--- src/rtl/rv32i_pkg.sv ---
// Purpose : shared types and constants for the instruction-fetch front end.
// Latency : n/a (types and constants only).
// Backpr. : n/a.
// Contents: fetch_state_e FSM encoding, IM_ARPROT constant, default reset vector.
package rv32i_pkg;

    typedef enum logic {
        S_IDLE = 1'b0,
        S_ADDR = 1'b1
    } fetch_state_e;

    // Instruction access, secure, unprivileged.
    localparam logic [2:0]  IM_ARPROT            = 3'b100;
    localparam logic [31:0] DEFAULT_RESET_VECTOR = 32'h0000_0000;

endpackage

--- src/rtl/fetch_credit_counter.sv ---
// Purpose : saturating up/down counter of in-flight AR requests, with credit output.
// Latency : count registered; o_has_credit is combinational on this cycle's inc/dec.
// Backpr. : o_has_credit low once the post-update count reaches MAX_COUNT.
// Ports   : clk, rstn (sync, active-low), i_inc (AR handshake), i_dec (R handshake),
//           o_count (registered count), o_has_credit (count after this cycle < MAX_COUNT).
module fetch_credit_counter #(
    parameter  int unsigned MAX_COUNT = 4,
    localparam int unsigned CW        = $clog2(MAX_COUNT + 1)
) (
    input  logic          clk,
    input  logic          rstn,
    input  logic          i_inc,
    input  logic          i_dec,
    output logic [CW-1:0] o_count,
    output logic          o_has_credit
);

    logic [CW-1:0] r_count;
    logic [CW-1:0] w_count_next;
    logic          w_dec_ok;
    logic          w_inc_ok;

    // A decrement with nothing outstanding is dropped rather than wrapping.
    assign w_dec_ok = i_dec && (r_count != '0);
    // Saturate at MAX_COUNT unless a decrement frees a slot in the same cycle.
    assign w_inc_ok = i_inc && ((r_count != CW'(MAX_COUNT)) || w_dec_ok);

    always_comb begin
        w_count_next = r_count;
        if (w_inc_ok && !w_dec_ok) begin
            w_count_next = r_count + CW'(1);
        end else if (!w_inc_ok && w_dec_ok) begin
            w_count_next = r_count - CW'(1);
        end
    end

    // Credit is judged on the count as it will stand after this cycle, which
    // covers both the idle case and the back-to-back case after an increment.
    assign o_has_credit = (w_count_next < CW'(MAX_COUNT));
    assign o_count      = r_count;

    always_ff @(posedge clk) begin
        if (!rstn) begin
            r_count <= '0;
        end else begin
            r_count <= w_count_next;
        end
    end

    always_ff @(posedge clk) begin
        if (rstn) begin
            assert (!(i_dec && (r_count == '0)))
                else $error("fetch_credit_counter: R handshake with nothing outstanding");
        end
    end

endmodule

--- src/rtl/fetch_unit.sv ---
// Purpose : instruction fetch; owns the PC, issues epoch-tagged AXI-Lite AR requests.
// Latency : first arvalid one cycle after reset release; redirect target on AR next cycle.
// Backpr. : holds AR payload until arready; stops issuing on i_stall or no credit.
// Ports   : clk/rstn (sync, active-low); AR channel o_im_bus_ar*/i_im_bus_arready;
//           observed R handshake i_im_bus_rvalid/rready; i_stall; i_redirect_valid/pc;
//           o_epoch, o_outstanding; o_misaligned_fault only with FETCH_ALIGN_CHECK_EN.
// Option  : FETCH_ALIGN_CHECK_EN - misaligned redirect raises a fault and parks fetch
//           until the next aligned redirect; otherwise the low PC bits are dropped.
module fetch_unit
    import rv32i_pkg::*;
#(
    parameter  int unsigned     XLEN            = 32,
    parameter  logic [XLEN-1:0] RESET_VECTOR    = XLEN'(DEFAULT_RESET_VECTOR),
    parameter  int unsigned     MAX_OUTSTANDING = 4,
    parameter  int unsigned     IDLEN           = 4,
    localparam int unsigned     CW              = $clog2(MAX_OUTSTANDING + 1)
) (
    input  logic             clk,
    input  logic             rstn,
    output logic             o_im_bus_arvalid,
    input  logic             i_im_bus_arready,
    output logic [XLEN-1:0]  o_im_bus_araddr,
    output logic [2:0]       o_im_bus_arprot,
    output logic [IDLEN-1:0] o_im_bus_arid,
    input  logic             i_im_bus_rvalid,
    input  logic             i_im_bus_rready,
    input  logic             i_stall,
    input  logic             i_redirect_valid,
    input  logic [XLEN-1:0]  i_redirect_pc,
    output logic [IDLEN-1:0] o_epoch,
    output logic [CW-1:0]    o_outstanding
`ifdef FETCH_ALIGN_CHECK_EN
    ,
    output logic             o_misaligned_fault
`endif
);

    fetch_state_e     r_state;
    logic             r_arvalid;
    logic [XLEN-1:0]  r_araddr;
    logic [IDLEN-1:0] r_arid;
    logic [XLEN-1:0]  r_fetch_pc;
    logic [IDLEN-1:0] r_epoch;
    logic             r_redirect_pending;

    logic             w_ar_hs;
    logic             w_r_hs;
    logic             w_has_credit;
    logic [XLEN-1:0]  w_redirect_tgt;
    logic [XLEN-1:0]  w_pc_next;
    logic [IDLEN-1:0] w_epoch_next;
    logic             w_fault_next;
    logic             w_issue;

    assign w_ar_hs        = r_arvalid && i_im_bus_arready;
    assign w_r_hs         = i_im_bus_rvalid && i_im_bus_rready;
    assign w_redirect_tgt = {i_redirect_pc[XLEN-1:2], 2'b00};

`ifdef FETCH_ALIGN_CHECK_EN
    logic r_fault;
    assign w_fault_next       = i_redirect_valid ? (i_redirect_pc[1:0] != 2'b00) : r_fault;
    assign o_misaligned_fault = r_fault;

    always_ff @(posedge clk) begin
        if (!rstn) begin
            r_fault <= 1'b0;
        end else begin
            r_fault <= w_fault_next;
        end
    end
`else
    logic w_unused_pc_low;
    assign w_fault_next    = 1'b0;
    assign w_unused_pc_low = ^i_redirect_pc[1:0];
`endif

    // The PC the next request should carry. While a redirect is pending the
    // in-flight request is stale, so its address must not advance the PC.
    always_comb begin
        w_pc_next = r_fetch_pc;
        if (i_redirect_valid) begin
            w_pc_next = w_redirect_tgt;
        end else if (w_ar_hs && !r_redirect_pending) begin
            w_pc_next = r_araddr + XLEN'(4);
        end
    end

    assign w_epoch_next = i_redirect_valid ? (r_epoch + IDLEN'(1)) : r_epoch;
    assign w_issue      = !i_stall && w_has_credit && !w_fault_next;

    fetch_credit_counter #(
        .MAX_COUNT (MAX_OUTSTANDING)
    ) u_credit (
        .clk          (clk),
        .rstn         (rstn),
        .i_inc        (w_ar_hs),
        .i_dec        (w_r_hs),
        .o_count      (o_outstanding),
        .o_has_credit (w_has_credit)
    );

    always_ff @(posedge clk) begin
        if (!rstn) begin
            r_state            <= S_IDLE;
            r_arvalid          <= 1'b0;
            r_araddr           <= RESET_VECTOR;
            r_arid             <= '0;
            r_fetch_pc         <= RESET_VECTOR;
            r_epoch            <= '0;
            r_redirect_pending <= 1'b0;
        end else begin
            r_fetch_pc <= w_pc_next;
            r_epoch    <= w_epoch_next;
            case (r_state)
                S_IDLE: begin
                    if (w_issue) begin
                        r_state   <= S_ADDR;
                        r_arvalid <= 1'b1;
                        r_araddr  <= w_pc_next;
                        r_arid    <= w_epoch_next;
                    end
                end
                S_ADDR: begin
                    if (w_ar_hs) begin
                        r_redirect_pending <= 1'b0;
                        if (w_issue) begin
                            r_araddr <= w_pc_next;
                            r_arid   <= w_epoch_next;
                        end else begin
                            r_state   <= S_IDLE;
                            r_arvalid <= 1'b0;
                        end
                    end else if (i_redirect_valid) begin
                        // Payload stays frozen; the stale beat is dropped by decode.
                        r_redirect_pending <= 1'b1;
                    end
                end
                default: begin
                    r_state   <= S_IDLE;
                    r_arvalid <= 1'b0;
                end
            endcase
        end
    end

    assign o_im_bus_arvalid = r_arvalid;
    assign o_im_bus_araddr  = r_araddr;
    assign o_im_bus_arid    = r_arid;
    assign o_im_bus_arprot  = IM_ARPROT;
    assign o_epoch          = r_epoch;

endmodule

--- config.mk ---
export PLATFORM = sky130hd
export DESIGN_NAME = fetch_unit
export DESIGN_NICKNAME = d
export VERILOG_FILES = /design/src/rtl/rv32i_pkg.sv /design/src/rtl/fetch_credit_counter.sv /design/src/rtl/fetch_unit.sv
export SDC_FILE = /design/constraint.sdc
export NUM_CORES = 1
export LEC_CHECK = 0
export BUFFER_PORTS_ARGS = -buffer_cell sky130_fd_sc_hd__buf_4
export CORE_ASPECT_RATIO = 1.1
export CORE_MARGIN = 2
export CORE_UTILIZATION = 45
export DETAILED_ROUTE_END_ITERATION = 8
export GPL_ROUTABILITY_DRIVEN = 0
export GPL_TIMING_DRIVEN = 1
export PLACE_DENSITY_LB_ADDON = 0.2
export RECOVER_POWER = 50
export SLEW_MARGIN = 20
export SYNTH_ARGS = -nofsm -noshare
export SYNTH_HDL_FRONTEND = slang
export SYNTH_SLANG_ARGS = --single-unit
--- constraint.sdc ---
create_clock -name clk -period 2.6 [get_ports clk]
set_clock_uncertainty 0.15 [all_clocks]
set_input_delay 0.26 -clock clk [delete_from_list [all_inputs] [get_ports clk]]
set_output_delay 0.26 -clock clk [all_outputs]
set_load 0.05 [all_outputs]
==> summary.txt, run 1 <==
Status
  • Outcome: completed

Synthesis
  • Synthesized instance count: 476
  • Dominant register cell in the synthesized netlist: sky130_fd_sc_hd__dfxtp_1
  • Async set-or-reset flop fraction in the synthesized netlist: 0
  • Post-synth cell types: 58
  • Yosys warning total: 0
  • Synthesized area divided by synthesized cell count: 8.23 sq um
  • EDFF count, synth: 0
  • Cell area after technology mapping: 3920 sq um
  • Synthesized flop and latch total: 78
  • Sequential share of the synthesized area: 0.399

Critical path
  • Crit start category: flip-flop
  • Startpoint-to-endpoint class of the critical path: flip-flop to flip-flop
  • Critical-path top delay cell: sky130_fd_sc_hd__or4_4
  • Critical Path AT: 2.47 ns
  • Maximum fanout encountered on the critical timing path: 6
  • Required time worst endpoint: 2.69 ns
  • Worst R2R Setup Slack: 0.22 ns
  • Chain of cells forming the critical path: ha_1, nand3_1, or4_4, nor4_4, xor2_1, a221oi_2, a21oi_2
  • Type of destination of the critical path: flip-flop
  • Delay of the slowest cell on the worst path: 0.63 ns

STA
  • # setup viols final: 0
  • Worst-case hold slack: a little over 0.009 ns
  • Setup repair after global routing missed its margin: no
  • Final cycle utilization of the critical path: 0.916
  • Final hold violations: 0
  • Maximum clock frequency: 420 MHz
  • Relative max-transition margin: 0.463
  • Slew of the pin with the lowest slew margin: about 0.81 ns
  • Total count of max-transition violations in the final report: 0
  • Sum of negative setup slack: 0 ns
  • Final period demand of the worst path: 2.38 ns

GRT
  • GRT Resource Usage Total: 0.218
  • Vias in the first global route: 3423
  • Wire length of the first global-routing pass: 16.4 mm
  • Number of antenna violations at the first check in global routing: 0
  • Pin count of the biggest net entering global routing: 47
  • Grt ovf: 0

Run
  • Count of maximum capacitance violations: 0

Power and ir drop
  • Total net switching power: 0.00102 W
  • Peak VDD IR: around 0.42 mV
  • Internal power contribution: 0.00200 W
  • Switching power as a share of total power: 0.338
  • Leakage power: 1.83 nW
  • Fraction of power consumed by combinational cells: 0.239
  • Power Density: about 640 nW/um^2
  • Fraction of power consumed by sequential logic: 0.457
  • Part of the power in the clock network: 0.304

Clock network
  • TritonCTS clock tree: built
  • CTS max path bufs: 2
  • Clock Pin Slew Worst Setup and Hold Paths: 0.08 ns
  • Number of setup buffers added after CTS: 0
  • Total number of clock tree sinks: between 70 and 80
  • Clock H-tree levels: 3
  • Total of hold buffers inserted after clock tree synthesis: 0
  • Clock buffer count from CTS: 9
  • Number of gates resized after CTS: 0
  • Root Buffer Master: sky130_fd_sc_hd__clkbuf_8
  • Worst-skew pair later-pin latency: 0.35 ns

Detailed routing
  • Number of vias in the routed layout: roughly 3600
  • Average wire per standard cell: 14.9 um
  • Average via count per standard cell: 5.47
  • Total iterations of the first detailed-routing run: 4
  • Drt initial violations: roughly 150
  • Post-detailed-routing wire length: around 9.9 mm
  • Number of nets with antenna violations after detailed routing: 0
  • Drc violations: 0

Cells and area
  • Number of antenna cells inserted: 0
  • Highest-count cells in the layout ignoring fill and taps: 72 x sky130_fd_sc_hd__nor2_1, 64 x sky130_fd_sc_hd__dfxtp_1, 51 x sky130_fd_sc_hd__buf_4
  • Total Nets Final: 596
  • Commonest non-fill, non-tap cell in the layout: sky130_fd_sc_hd__nor2_1
  • Number of inserted filler cells in the final layout: 836
  • Ratio of cells with drive above 1 in the final layout: 0.178
  • Layout area overhead: 20.4%

Floorplan
  • Core region area: about 8400 sq um
  • # IOs: 86
  • DIE AREA: 9470 sq um
  • Die height: approximately 100 um
  • Effective utilization at floorplan: 0.466
  • FP Rows: 35
  • Chip width: 93.0 um

Place
  • Count of input and output buffers: 80
  • Detailed placement HPWL: 7.01 mm

Min path
  • Worst Hold Class: input port to flip-flop
-- synth_stat cells, types with 12 or more instances --
library cell	count	area, sq um
sky130_fd_sc_hd__dfxtp_1	78	1560
sky130_fd_sc_hd__nor2_1	73	274
sky130_fd_sc_hd__nand2_1	48	180
sky130_fd_sc_hd__a21oi_1	29	145
sky130_fd_sc_hd__o21ai_0	23	115
sky130_fd_sc_hd__clkbuf_1	20	75.1
sky130_fd_sc_hd__and2_1	16	100
sky130_fd_sc_hd__xor2_1	16	140
sky130_fd_sc_hd__xnor2_1	15	131
sky130_fd_sc_hd__a211oi_1	12	90.1
-- power groups by stage --
| stage | combinational [W] | clock (W) | sequential (W) |
|---|---|---|---|
| 2_1_floorplan | 0.000329 | 0 | 0.00160 |
| 3_3_place_gp | 0.000763 | 0 | 0.00140 |
| 3_5_place_dp | 0.000774 | 0 | 0.00141 |
| 4_1_cts | 0.000776 | 0.000927 | 0.00138 |
| 5_1_grt | 0.000784 | 0.000986 | 0.00139 |
| 6_report | 0.000720 | 0.000917 | 0.00138 |
-- per-layer routing --
| layer | global-route usage | part of all wire | up-vias |
|---|---|---|---|
| met1 | 0.269 | 0.44 | 1718 |
| li1 | - | - | 1832 |
| met2 | 0.384 | 0.49 | 90 |
| met4 | 0.0498 | 0.0098 | 0 |
| met3 | 0.0568 | 0.057 | 9 |
| met5 | 0 | 0 | - |
-- per-stage QoR --
step | worst slack [ns] | instances | utilization | power (W) | cell area (sq um)
2_1_floorplan | 0.0110 | 477 | - | 0.00193 | 3940
3_3_place_gp | 0.184 | 652 | 0.557 | 0.00217 | 4680
3_5_place_dp | 0.153 | 652 | 0.557 | 0.00218 | 4680
4_1_cts | 0.129 | 667 | 0.581 | 0.00308 | 4890
5_1_grt | 0.0178 | 667 | 0.561 | 0.00316 | 4720
6_report | 0.219 | 667 | 0.561 | 0.00302 | 4720
-- registers in the layout (all words and copies together) (netlist names) --
| signal | flops |
|---|---|
| u_credit.o_count | 3 |
| o_epoch | 4 |
| o_im_bus_arid | 4 |
| o_im_bus_arvalid | 1 |
| r_state | 1 |
| r_redirect_pending | 1 |
| o_im_bus_araddr | 32 |
| r_fetch_pc | 32 |
-- worst paths after layout --
kind,startpoint,to,cells past startpoint
max,o_im_bus_araddr[2],o_im_bus_araddr[30],7
min,i_redirect_pc[30],r_fetch_pc[30],3
max reg2reg,o_im_bus_araddr[2],o_im_bus_araddr[30],7
min reg2reg,r_fetch_pc[0],r_fetch_pc[0],2
-- final cells by class --
| class | count | area (sq um) | area share |
|---|---|---|---|
| clock buffers | 13 | 190 | 0.0403 |
| clock inverters | 2 | 12.5 | 0.00265 |
| inverters | 10 | 37.5 | 0.00796 |
| multi-input cells | 354 | 2170 | 0.461 |
| flip-flops and latches | 78 | 1580 | 0.336 |
| well taps | 111 | 139 | 0.0294 |
| repair buffers | 99 | 581 | 0.123 |
-- logic make-up after synthesis --
| group | count (synthesis) | share of synthesized area |
|---|---|---|
| simple gates | 201 | 0.256 |
| compound gates | 104 | 0.182 |
| flops | 78 | 0.399 |
| buf+inv | 45 | 0.0511 |
| xor+xnor | 31 | 0.0693 |
| mux | 10 | 0.0256 |
| fa+ha+maj | 5 | 0.0160 |
| other cells | 2 | 0.00192 |
-- critical path: cells and delay by family (launching register included) --
family	cells	cell delay, ns
DFF	1	0.37
adders and majority gates	1	0.16
AOI/OAI and AO/OA	2	0.39
xor gates and xnor gates	1	0.12
and+or+nand+nor	3	1.07
(Power assumes the default switching activity.)
==> run 2, diff against run 1 <==
--- a/config.mk
+++ b/config.mk
@@ -5,6 +5,7 @@
 export SDC_FILE = /design/constraint.sdc
 export NUM_CORES = 1
 export LEC_CHECK = 0
+export ABC_AREA = 1
 export BUFFER_PORTS_ARGS = -buffer_cell sky130_fd_sc_hd__buf_4
 export CORE_ASPECT_RATIO = 1.1
 export CORE_MARGIN = 2
==> summary.txt, run 2 <==
Synthesis
  • Synthesized flop and latch total: 78 (unchanged)
  • Async set-or-reset flop fraction in the synthesized netlist: 0 (unchanged)
  • Sequential share of the synthesized area: 0.361 (was 0.399)
  • Cell area after technology mapping: 4320 sq um (was 3920 sq um)
  • Top post-synthesis cells by count: 232 x sky130_fd_sc_hd__nand2_1, 152 x sky130_fd_sc_hd__nor2_1, 78 x sky130_fd_sc_hd__dfxtp_1, 63 x sky130_fd_sc_hd__inv_1, 43 x sky130_fd_sc_hd__a21oi_1 (was 78 x sky130_fd_sc_hd__dfxtp_1, 73 x sky130_fd_sc_hd__nor2_1, 48 x sky130_fd_sc_hd__nand2_1, 29 x sky130_fd_sc_hd__a21oi_1, 23 x sky130_fd_sc_hd__o21ai_0)
  • Portion of synthesized cell area occupied by the leading cell type: 0.361 (was 0.399)
  • Synthesized area divided by synthesized cell count: 6.03 sq um (was 8.23 sq um)
  • Cell type with the highest aggregate area in the netlist: sky130_fd_sc_hd__dfxtp_1 (unchanged)
  • Post-synth cell types: 32 (was 58)
  • Yosys warning total: 0 (unchanged)
  • Dominant register cell in the synthesized netlist: sky130_fd_sc_hd__dfxtp_1 (unchanged)
  • EDFF count, synth: 0 (unchanged)
  • Synthesized instance count: 717 (was 476)
  • Top post-synthesis cells by area: sky130_fd_sc_hd__dfxtp_1 36%, sky130_fd_sc_hd__nand2_1 20%, sky130_fd_sc_hd__nor2_1 13% (was sky130_fd_sc_hd__dfxtp_1 40%, sky130_fd_sc_hd__nor2_1 7.0%, sky130_fd_sc_hd__nand2_1 4.6%)
  • Most frequent cell after synthesis: sky130_fd_sc_hd__nand2_1 (was sky130_fd_sc_hd__dfxtp_1)

Place
  • Count of input and output buffers: 80 (unchanged)
  • Detailed placement HPWL: 7.66 mm (was 7.01 mm)

Detailed routing
  • Number of vias in the routed layout: 4457 (was 3649)
  • Post-detailed-routing wire length: 11.2 mm (was 9.93 mm)
  • Average wire per standard cell: 12.4 um (was 14.9 um)
  • Total iterations of the first detailed-routing run: 5 (was 4)
  • Drc violations: 0 (unchanged)
  • Average via count per standard cell: 4.93 (was 5.47)
  • Number of nets with antenna violations after detailed routing: 0 (unchanged)
  • Drt initial violations: 178 (was 152)

Critical path
  • Maximum fanout encountered on the critical timing path: 72 (was 6)
  • Required time worst endpoint: 2.69 ns (about the same)
  • Cell seen most often among critical-path stages: sky130_fd_sc_hd__nand2_1
  • Critical Path AT: 2.29 ns (was 2.47 ns)
  • Delay of the slowest cell on the worst path: 0.40 ns (was 0.63 ns)
  • Chain of cells forming the critical path: inv_1, ha_1, a21oi_1, inv_1, nand2_1, nand2_1, nand4_4, buf_12, nand2_1, nand2_1, nor2_1 (was ha_1, nand3_1, or4_4, nor4_4, xor2_1, a221oi_2, a21oi_2)
  • Type of destination of the critical path: flip-flop (unchanged)
  • Crit start category: flip-flop (unchanged)
  • Startpoint-to-endpoint class of the critical path: flip-flop to flip-flop (unchanged)
  • Critical-path top delay cell: sky130_fd_sc_hd__dfxtp_1 (was sky130_fd_sc_hd__or4_4)

STA
  • Sum of negative setup slack: 0 ns (unchanged)
  • Total count of max-transition violations in the final report: 0 (unchanged)
  • Worst-case hold slack: 0.0232 ns (was 0.00934 ns)
  • Final hold violations: 0 (unchanged)
  • Maximum clock frequency: 455 MHz (was 420 MHz)
  • Relative max-transition margin: 0.298 (was 0.463)
  • Slew of the pin with the lowest slew margin: 1.05 ns (was 0.806 ns)
  • # setup viols final: 0 (unchanged)
  • Final period demand of the worst path: 2.20 ns (was 2.38 ns)
  • Setup repair after global routing missed its margin: no (unchanged)
  • Final cycle utilization of the critical path: 0.846 (was 0.916)

Cells and area
  • Commonest non-fill, non-tap cell in the layout: sky130_fd_sc_hd__nand2_1 (was sky130_fd_sc_hd__nor2_1)
  • Ratio of cells with drive above 1 in the final layout: 0.0953 (was 0.178)
  • Number of inserted filler cells in the final layout: 1004 (was 836)
  • Number of antenna cells inserted: 0 (unchanged)
  • Highest-count cells in the layout ignoring fill and taps: 232 x sky130_fd_sc_hd__nand2_1, 151 x sky130_fd_sc_hd__nor2_1, 78 x sky130_fd_sc_hd__dfxtp_1 (was 72 x sky130_fd_sc_hd__nor2_1, 64 x sky130_fd_sc_hd__dfxtp_1, 51 x sky130_fd_sc_hd__buf_4)
  • Layout area overhead: 16.0% (was 20.4%)
  • Total Nets Final: 826 (was 596)

Run
  • Count of maximum capacitance violations: 0 (unchanged)

Floorplan
  • FP Rows: 37 (was 35)
  • Effective utilization at floorplan: 0.462 (was 0.466)
  • Die height: 107 um (was 102 um)
  • Core region area: 9350 sq um (was 8410 sq um)
  • # IOs: 86 (unchanged)
  • Chip width: 97.4 um (was 93.0 um)
  • DIE AREA: 10400 sq um (was 9470 sq um)

Clock network
  • Number of setup buffers added after CTS: 0 (unchanged)
  • Clock H-tree levels: 3 (unchanged)
  • TritonCTS clock tree: built (unchanged)
  • Worst-skew pair later-pin latency: 0.35 ns (about the same)
  • Clock buffer count from CTS: 9 (unchanged)
  • Root Buffer Master: sky130_fd_sc_hd__clkbuf_8 (unchanged)
  • Total of hold buffers inserted after clock tree synthesis: 0 (unchanged)
  • Clock Pin Slew Worst Setup and Hold Paths: 0.08 ns (about the same)
  • Total number of clock tree sinks: 78 (unchanged)
  • Number of gates resized after CTS: 0 (unchanged)
  • CTS max path bufs: 2 (unchanged)

GRT
  • Grt ovf: 0 (unchanged)
  • Vias in the first global route: 4251 (was 3423)
  • Number of antenna violations at the first check in global routing: 0 (unchanged)
  • GRT Resource Usage Total: 0.221 (was 0.218)
  • Pin count of the biggest net entering global routing: 73 (was 47)
  • Wire length of the first global-routing pass: 18.9 mm (was 16.4 mm)

Status
  • Outcome: completed (unchanged)

Min path
  • Worst Hold Class: input port to flip-flop (unchanged)

Power and ir drop
  • Peak VDD IR: 0.350 mV (was 0.422 mV)
  • Power Density: 646 nW/um^2 (was 639 nW/um^2)
  • Leakage power: 2.23 nW (was 1.83 nW)
[run 2: changes by cell type in the layout (fill, tap and decap cells not counted), moves of 10 or more]
cell,delta
sky130_fd_sc_hd__nand2_1,+184
sky130_fd_sc_hd__nor2_1,+79
sky130_fd_sc_hd__inv_1,+53
sky130_fd_sc_hd__nand3_1,+29
sky130_fd_sc_hd__a21oi_1,+15
sky130_fd_sc_hd__xnor2_1,-15
sky130_fd_sc_hd__buf_4,-14
sky130_fd_sc_hd__dfxtp_1,+14
sky130_fd_sc_hd__o21ai_1,+13
sky130_fd_sc_hd__a211oi_1,-12
sky130_fd_sc_hd__dfxtp_2,-12
sky130_fd_sc_hd__mux2i_1,-10
sky130_fd_sc_hd__o21ai_0,-10
[run 2: logic make-up after synthesis]
kind of cell | share of synthesized area
AO/OA/AOI/OAI | 0.0921
XOR/XNOR | 0.0142
adder cells (fa/ha/maj) | 0.0145
buffers and inverters | 0.0956
flip-flops | 0.361
other | 0.00174
AND/OR/NAND/NOR | 0.421
[run 2: worst max-delay path: cells and delay by family, from the launching register on]
family | cells | cell delay [ns]
adder cells (fa/ha/maj) | 1 | 0.21
flip-flops | 1 | 0.40
AO/OA/AOI/OAI | 1 | 0.26
AND/OR/NAND/NOR | 6 | 0.54
buffers and inverters | 3 | 0.48
[run 2: worst paths after layout]
kind	endpoint	slack [ns]	cells past startpoint	start
hold / removal	r_fetch_pc[7]	0.02	3	i_redirect_pc[7]
hold reg to reg	u_credit.o_count[0]	0.36	1	u_credit.o_count[0]
setup / recovery	o_im_bus_araddr[8]	0.40	11	u_credit.o_count[0]
setup reg to reg	o_im_bus_araddr[8]	0.40	11	u_credit.o_count[0]
[run 2: stage by stage]
step / area [sq um] / setup WS (ns) / instances / utilization / total power [W]
2_1_floorplan: 4320 / 0.386 / 718 / - / 0.00212
3_3_place_gp: 4980 / 0.516 / 888 / 0.533 / 0.00238
3_5_place_dp: 4980 / 0.486 / 888 / 0.533 / 0.00239
4_1_cts: 5180 / 0.457 / 904 / 0.554 / 0.00333
5_1_grt: 5010 / 0.214 / 904 / 0.536 / 0.00342
6_report: 5010 / 0.401 / 904 / 0.536 / 0.00324
[run 2: final cells by class]
| type | count | area, sq um | share of cell area |
|---|---|---|---|
| Inverter | 68 | 255 | 0.0509 |
| Clock inverter | 3 | 42.5 | 0.00849 |
| Multi-Input combinational cell | 540 | 2350 | 0.469 |
| Clock buffer | 13 | 159 | 0.0317 |
| Sequential cell | 78 | 1560 | 0.311 |
| Tap cell | 117 | 146 | 0.0292 |
| Timing Repair Buffer | 85 | 495 | 0.0988 |
[run 2: where the power goes]
part | switching (W) | internal, W
Sequential | 0.000106 | 0.00131
Combinational | 0.000638 | 0.000244
Clock | 0.000448 | 0.000496
[run 2: routing by layer]
layer  GRT usage  routed length (um)
met1       0.256                4770
met2       0.398                5520
met3      0.0385                 667
met4       0.100                 212
met5           0                   0
